**src/rtl/pipe5_fetch_stage.sv**
```systemverilog
// ============================================================================
//  Module   : pipe5_fetch_stage
//  Purpose  : Instruction-fetch stage. Owns the PC, issues imem requests and
//             fills the IF/ID latch. A redirect during a busy access is
//             absorbed by draining the in-flight fetch.
//  Revision : 1.0  initial release
// ============================================================================
`default_nettype none

module pipe5_fetch_stage #(
    parameter logic [31:0] RESET_PC = 32'h0000_0200,
    parameter logic [31:0] NOP_INSN = 32'h0000_0013
) (
    input  logic        CLK,
    input  logic        nRST,
    input  logic        pc_en,
    input  logic        stall,
    input  logic        if_id_flush,
    input  logic        npc_sel,
    input  logic [31:0] npc_target,
    input  logic        insert_priv_pc,
    input  logic [31:0] priv_pc,
    output logic        iren,
    output logic [31:0] imem_addr,
    input  logic        i_mem_busy,
    input  logic [31:0] imem_rdata,
    output logic        if_id_valid,
    output logic [31:0] if_id_instr,
    output logic [31:0] if_id_pc,
    output logic [31:0] if_id_pc4,
    output logic        mal_insn,
    output logic [31:0] badaddr_i
);

    typedef enum logic [0:0] {
        ST_FETCH = 1'b0,
        ST_DRAIN = 1'b1
    } state_t;

    state_t      r_state;
    state_t      w_state_nxt;

    logic [31:0] r_pc;
    logic [31:0] r_pend_pc;
    logic        r_valid;
    logic [31:0] r_instr;
    logic [31:0] r_ifpc;
    logic [31:0] r_ifpc4;
    logic        r_mal;
    logic [31:0] r_badaddr;

    logic [31:0] w_pc_nxt;
    logic [31:0] w_pend_nxt;
    logic        w_valid_nxt;
    logic [31:0] w_instr_nxt;
    logic [31:0] w_ifpc_nxt;
    logic [31:0] w_ifpc4_nxt;
    logic        w_mal_nxt;
    logic [31:0] w_badaddr_nxt;

    logic        w_rd;
    logic [31:0] w_tgt;
    logic        w_aligned;
    logic        w_busy;
    logic        w_done;
    logic [31:0] w_pc_plus4;

    assign w_rd       = insert_priv_pc | npc_sel;
    assign w_tgt      = insert_priv_pc ? priv_pc : npc_target;
    assign w_aligned  = (r_pc[1:0] == 2'b00);
    assign w_pc_plus4 = r_pc + 32'd4;

    // While draining, the request must stay up at the old address until it completes.
    assign iren      = (r_state == ST_DRAIN) | w_aligned;
    assign imem_addr = {r_pc[31:2], 2'b00};

    // A misaligned PC issues no request, so busy is only meaningful with iren.
    assign w_busy = iren & i_mem_busy;
    assign w_done = iren & ~i_mem_busy;

    always_comb begin
        w_state_nxt   = r_state;
        w_pc_nxt      = r_pc;
        w_pend_nxt    = r_pend_pc;
        w_valid_nxt   = r_valid;
        w_instr_nxt   = r_instr;
        w_ifpc_nxt    = r_ifpc;
        w_ifpc4_nxt   = r_ifpc4;
        w_mal_nxt     = r_mal;
        w_badaddr_nxt = r_badaddr;

        case (r_state)
            ST_FETCH: begin
                if (w_rd && w_busy) begin
                    w_pend_nxt    = w_tgt;
                    w_state_nxt   = ST_DRAIN;
                    w_valid_nxt   = 1'b0;
                    w_instr_nxt   = NOP_INSN;
                    w_mal_nxt     = 1'b0;
                    w_badaddr_nxt = 32'd0;
                end else if (w_rd) begin
                    w_pc_nxt      = w_tgt;
                    w_valid_nxt   = 1'b0;
                    w_instr_nxt   = NOP_INSN;
                    w_mal_nxt     = 1'b0;
                    w_badaddr_nxt = 32'd0;
                end else if (if_id_flush) begin
                    w_valid_nxt   = 1'b0;
                    w_instr_nxt   = NOP_INSN;
                    w_mal_nxt     = 1'b0;
                    w_badaddr_nxt = 32'd0;
                end else if (stall || !pc_en) begin
                    // Hold everything; any completed word is refetched later.
                    w_pc_nxt = r_pc;
                end else if (w_done) begin
                    w_valid_nxt   = 1'b1;
                    w_instr_nxt   = imem_rdata;
                    w_ifpc_nxt    = r_pc;
                    w_ifpc4_nxt   = w_pc_plus4;
                    w_mal_nxt     = 1'b0;
                    w_badaddr_nxt = 32'd0;
                    w_pc_nxt      = w_pc_plus4;
                end else if (!w_aligned) begin
                    // PC parks here until a redirect; the exception entry is re-posted.
                    w_valid_nxt   = 1'b1;
                    w_instr_nxt   = NOP_INSN;
                    w_ifpc_nxt    = r_pc;
                    w_ifpc4_nxt   = w_pc_plus4;
                    w_mal_nxt     = 1'b1;
                    w_badaddr_nxt = r_pc;
                end else begin
                    w_valid_nxt   = 1'b0;
                    w_instr_nxt   = NOP_INSN;
                    w_mal_nxt     = 1'b0;
                    w_badaddr_nxt = 32'd0;
                end
            end

            ST_DRAIN: begin
                w_valid_nxt   = 1'b0;
                w_instr_nxt   = NOP_INSN;
                w_mal_nxt     = 1'b0;
                w_badaddr_nxt = 32'd0;
                if (w_rd) begin
                    w_pend_nxt = w_tgt;
                end
                if (!i_mem_busy) begin
                    w_pc_nxt    = w_rd ? w_tgt : r_pend_pc;
                    w_state_nxt = ST_FETCH;
                end
            end

            default: begin
                w_state_nxt = ST_FETCH;
            end
        endcase
    end

    always_ff @(posedge CLK) begin
        if (!nRST) begin
            r_state   <= ST_FETCH;
            r_pc      <= RESET_PC;
            r_pend_pc <= 32'd0;
            r_valid   <= 1'b0;
            r_instr   <= NOP_INSN;
            r_ifpc    <= 32'd0;
            r_ifpc4   <= 32'd0;
            r_mal     <= 1'b0;
            r_badaddr <= 32'd0;
        end else begin
            r_state   <= w_state_nxt;
            r_pc      <= w_pc_nxt;
            r_pend_pc <= w_pend_nxt;
            r_valid   <= w_valid_nxt;
            r_instr   <= w_instr_nxt;
            r_ifpc    <= w_ifpc_nxt;
            r_ifpc4   <= w_ifpc4_nxt;
            r_mal     <= w_mal_nxt;
            r_badaddr <= w_badaddr_nxt;
        end
    end

    assign if_id_valid = r_valid;
    assign if_id_instr = r_instr;
    assign if_id_pc    = r_ifpc;
    assign if_id_pc4   = r_ifpc4;
    assign mal_insn    = r_mal;
    assign badaddr_i   = r_badaddr;

endmodule

`default_nettype wire
```
**config.mk**
```make
export PLATFORM = sky130hd
export DESIGN_NAME = pipe5_fetch_stage
export DESIGN_NICKNAME = d
export VERILOG_FILES = /design/src/rtl/pipe5_fetch_stage.sv
export SDC_FILE = /design/constraint.sdc
export NUM_CORES = 1
export LEC_CHECK = 0
export CORE_MARGIN = 3
export CORE_UTILIZATION = 45
export DETAILED_ROUTE_END_ITERATION = 6
export PLACE_DENSITY_LB_ADDON = 0.3
export SYNTH_ARGS = -nofsm -noshare
export SYNTH_HDL_FRONTEND = slang
export SYNTH_SLANG_ARGS = --single-unit
```
**constraint.sdc**
```tcl
create_clock -name CLK -period 2.2 [get_ports CLK]
set_clock_uncertainty 0.05 [all_clocks]
set_input_delay 0.22 -clock CLK [delete_from_list [all_inputs] [get_ports CLK]]
set_output_delay 0.22 -clock CLK [all_outputs]
set_load 0.005 [all_outputs]
```
==> metrics.yaml <==
status: "finished, final reports clean"
grt_overflow_total: 0
yosysTopAreaCellShare_pct: 43.7
place_ws_ns: -0.0304
start_util_pct: 46.5
fin_crit_ns: 2.03
use_met2_pct: 44.7
cts_buffer_depth: 2
htreeDepth: 4
synth_area_leader_cell: "dfxtp_1"
cts_made_buffers: 17
seqCellArea_um2: 3860
clkPwrFrac_pct: 39.1
ant_nets: 0
synth_edf_count: 0
post-dp-hpwl_um: 20800
grt-busiest-layer: "met2"
area_growth_pct: 41.5
cts-root-buf: "clkbuf_16"
netlist_top_cells_count: "dfxtp_1, nand2_1, nor2_1"
p_switching_mw: 2.24
insertion_delay_ns: 0.43
chipWidth_um: 146
met1_usage_pct: 32.2
synth_flop_cell: "dfxtp_1"
critPathArrivalTime_ns: 2.29
power_leakage_nw: 4.50
worstPathRequired_ns: 2.46
grt_pass1_vias: 8498
first_iter_violations: 707
power_frac_comb_pct: 15.8
hold_class: "input pin to flip-flop"
cts_tree: "built"
ys_types: 58
syn_avg_cell_area_um2: 8.04
wl_per_cell_um: 18.2
fp-row-count: 50
drive_above_1_share_pct: 9.29
setup_violations: 0
diodes: 0
p_sw_share_pct: 27.2
ys_top_cells_by_area: "dfxtp_1, a21oi_1, nand2_1"
gr-usage-all-layers_pct: 26.2
seq_power_share_pct: 45.1
nets: 1427
endpoint_kind: "flip-flop"
cts.sinks: 193
placed_cell_area_um2: 11900
async_reset_ff_share_pct: 0
fillers: 1637
vias: 9006
start_kind: "flip-flop"
grt_max_degree: 77
cp_max_fo: 6
hold_viol_final: 0
peakVddDrop_mv: 0.554
cellPowerDensity_nw_per_um2: 657
finalWirelength_um: 29000
cts.clk_slew.worst_paths_ns: 0.08
worst_hold_path.num_cells: 4
rsz0062_at_grt: "false"
yosysMostFrequentCell: "dfxtp_1"
utilization_pct: 65.9
multi_input_area_um2: 4390
internal-power_mw: 5.99
hold_buffers: 0
max_freq_mhz: 493
firstDrtPassIters: 5
num_io_pins: 267
reg2reg_depth: 6
ys_ff_latch: 193
die_h_um: 146
syn-cell-area_um2: 8850
dieArea_um2: 21400
seq_area_frac_synth_pct: 43.7
yosysWarnings: 0
timing.final.crit_share_pct: 92.3
place.gp.congestion: 0.899
fin_ws_ns: 0.170
slew_headroom_pct: 54.7
grt_pass1_wl_um: 45500
antenna_found_initial: 0
tightest_slew_ns: 0.677
grt_use_met3_pct: 6.27
design_area_um2: 12500
netlist_instances: 1101
portBuffers: 264
fin_tns_setup_ns: 0
final_max_slew_viol_count: 0
fp.coreArea_um2: 19000
worstSetupPathType: "flip-flop to flip-flop"
maxCapViolCount: 0
viasPerCell: 5.65
drc: 0
metrics by stage:
stage	total power [mW]	std cells	hold WS (ns)
after detailed placement	5.07	1562	0.397
after global placement	5.04	1562	0.393
final	8.23	1595	0.202
after CTS	8.27	1594	0.188
after floorplan	4.46	1102	0.294
after global routing	8.54	1595	0.247
layout make-up:
| cell class | instances | share of cell area, % |
|---|---|---|
| Multi-Input combinational cell | 766 | 35.1 |
| Timing Repair Buffer | 337 | 26.4 |
| Clock buffer | 18 | 3.51 |
| Clock inverter | 14 | 1.37 |
| Sequential cell | 193 | 30.8 |
| Tap cell | 260 | 2.60 |
| Inverter | 7 | 0.230 |
worst max-delay path, stage by stage (launching register included):
cell	delay [ns]
dfxtp_1	0.38
buf_4	0.17
nand4_1	0.23
nor4_4	0.33
nand4_1	0.28
o311ai_0	0.35
o22ai_1	0.11
power groups by stage:
stage | logic, mW | clock network [mW] | registers, mW
floorplan | 0.669 | 0 | 3.79
global placement | 1.26 | 0 | 3.78
detailed placement | 1.28 | 0 | 3.79
CTS | 1.29 | 3.28 | 3.71
global route | 1.40 | 3.41 | 3.72
finish | 1.30 | 3.22 | 3.71
worst paths after layout:
check | end | from | slack [ns]
setup / recovery | r_pc[31] | r_pc[2] | 0.17
hold / removal | r_pc[30] | insert_priv_pc | 0.20
setup reg to reg | r_pc[31] | r_pc[2] | 0.17
hold reg to reg | if_id_pc[31] | if_id_pc[31] | 0.40
cells in the final DEF, fill, tap and decap left out, types with 5 or more instances in the layout:
| cell type | count |
|---|---|
| and3b_1 | 9 |
| buf_12 | 10 |
| xnor2_1 | 10 |
| a31oi_1 | 9 |
| nand2_1 | 153 |
| and2_1 | 7 |
| nand3b_1 | 14 |
| buf_4 | 63 |
| o21ai_0 | 48 |
| xor2_1 | 17 |
| a21oi_1 | 115 |
| a311oi_1 | 13 |
| nand3_1 | 12 |
| nor3_1 | 8 |
| o21a_1 | 9 |
| and3_1 | 10 |
| o22ai_1 | 12 |
| dfxtp_1 | 193 |
| inv_1 | 6 |
| clkdlybuf4s50_1 | 262 |
| a211oi_1 | 35 |
| mux2i_1 | 23 |
| inv_6 | 5 |
| clkbuf_16 | 17 |
| a22oi_1 | 59 |
| nor2_1 | 134 |
| nand4_1 | 14 |
| o31a_1 | 6 |
repair_timing:
action                     CTS  global route
setup endpoints to repair    1             3
pin swaps                    0             1
buffers inserted             0             1
resized for setup            1             3
cells by family after synthesis:
| family | after synthesis | synth area share, % |
|---|---|---|
| and+or+nand+nor | 386 | 19.9 |
| AOI/OAI and AO/OA | 327 | 23.3 |
| DFF | 193 | 43.7 |
| buffers and inverters | 143 | 7.65 |
| xor gates and xnor gates | 27 | 2.67 |
| muxes | 23 | 2.60 |
| adders and majority gates | 1 | 0.141 |
| other | 1 | 0.0424 |
state kept, by name, indices dropped and copies added, names as in the netlist:
register / count
mal_insn: 1
if_id_pc: 32
if_id_valid: 1
r_pend_pc: 32
if_id_pc4: 30
if_id_instr: 32
badaddr_i: 32
r_pc: 32
r_state: 1
routing by layer:
metal	part of all wire, %	up-vias
li1	-	4288
met1	39	4294
met2	51	375
met3	7.3	49
met4	2.7	0
met5	0	-
No activity file was read; power rests on OpenSTA's default activity.
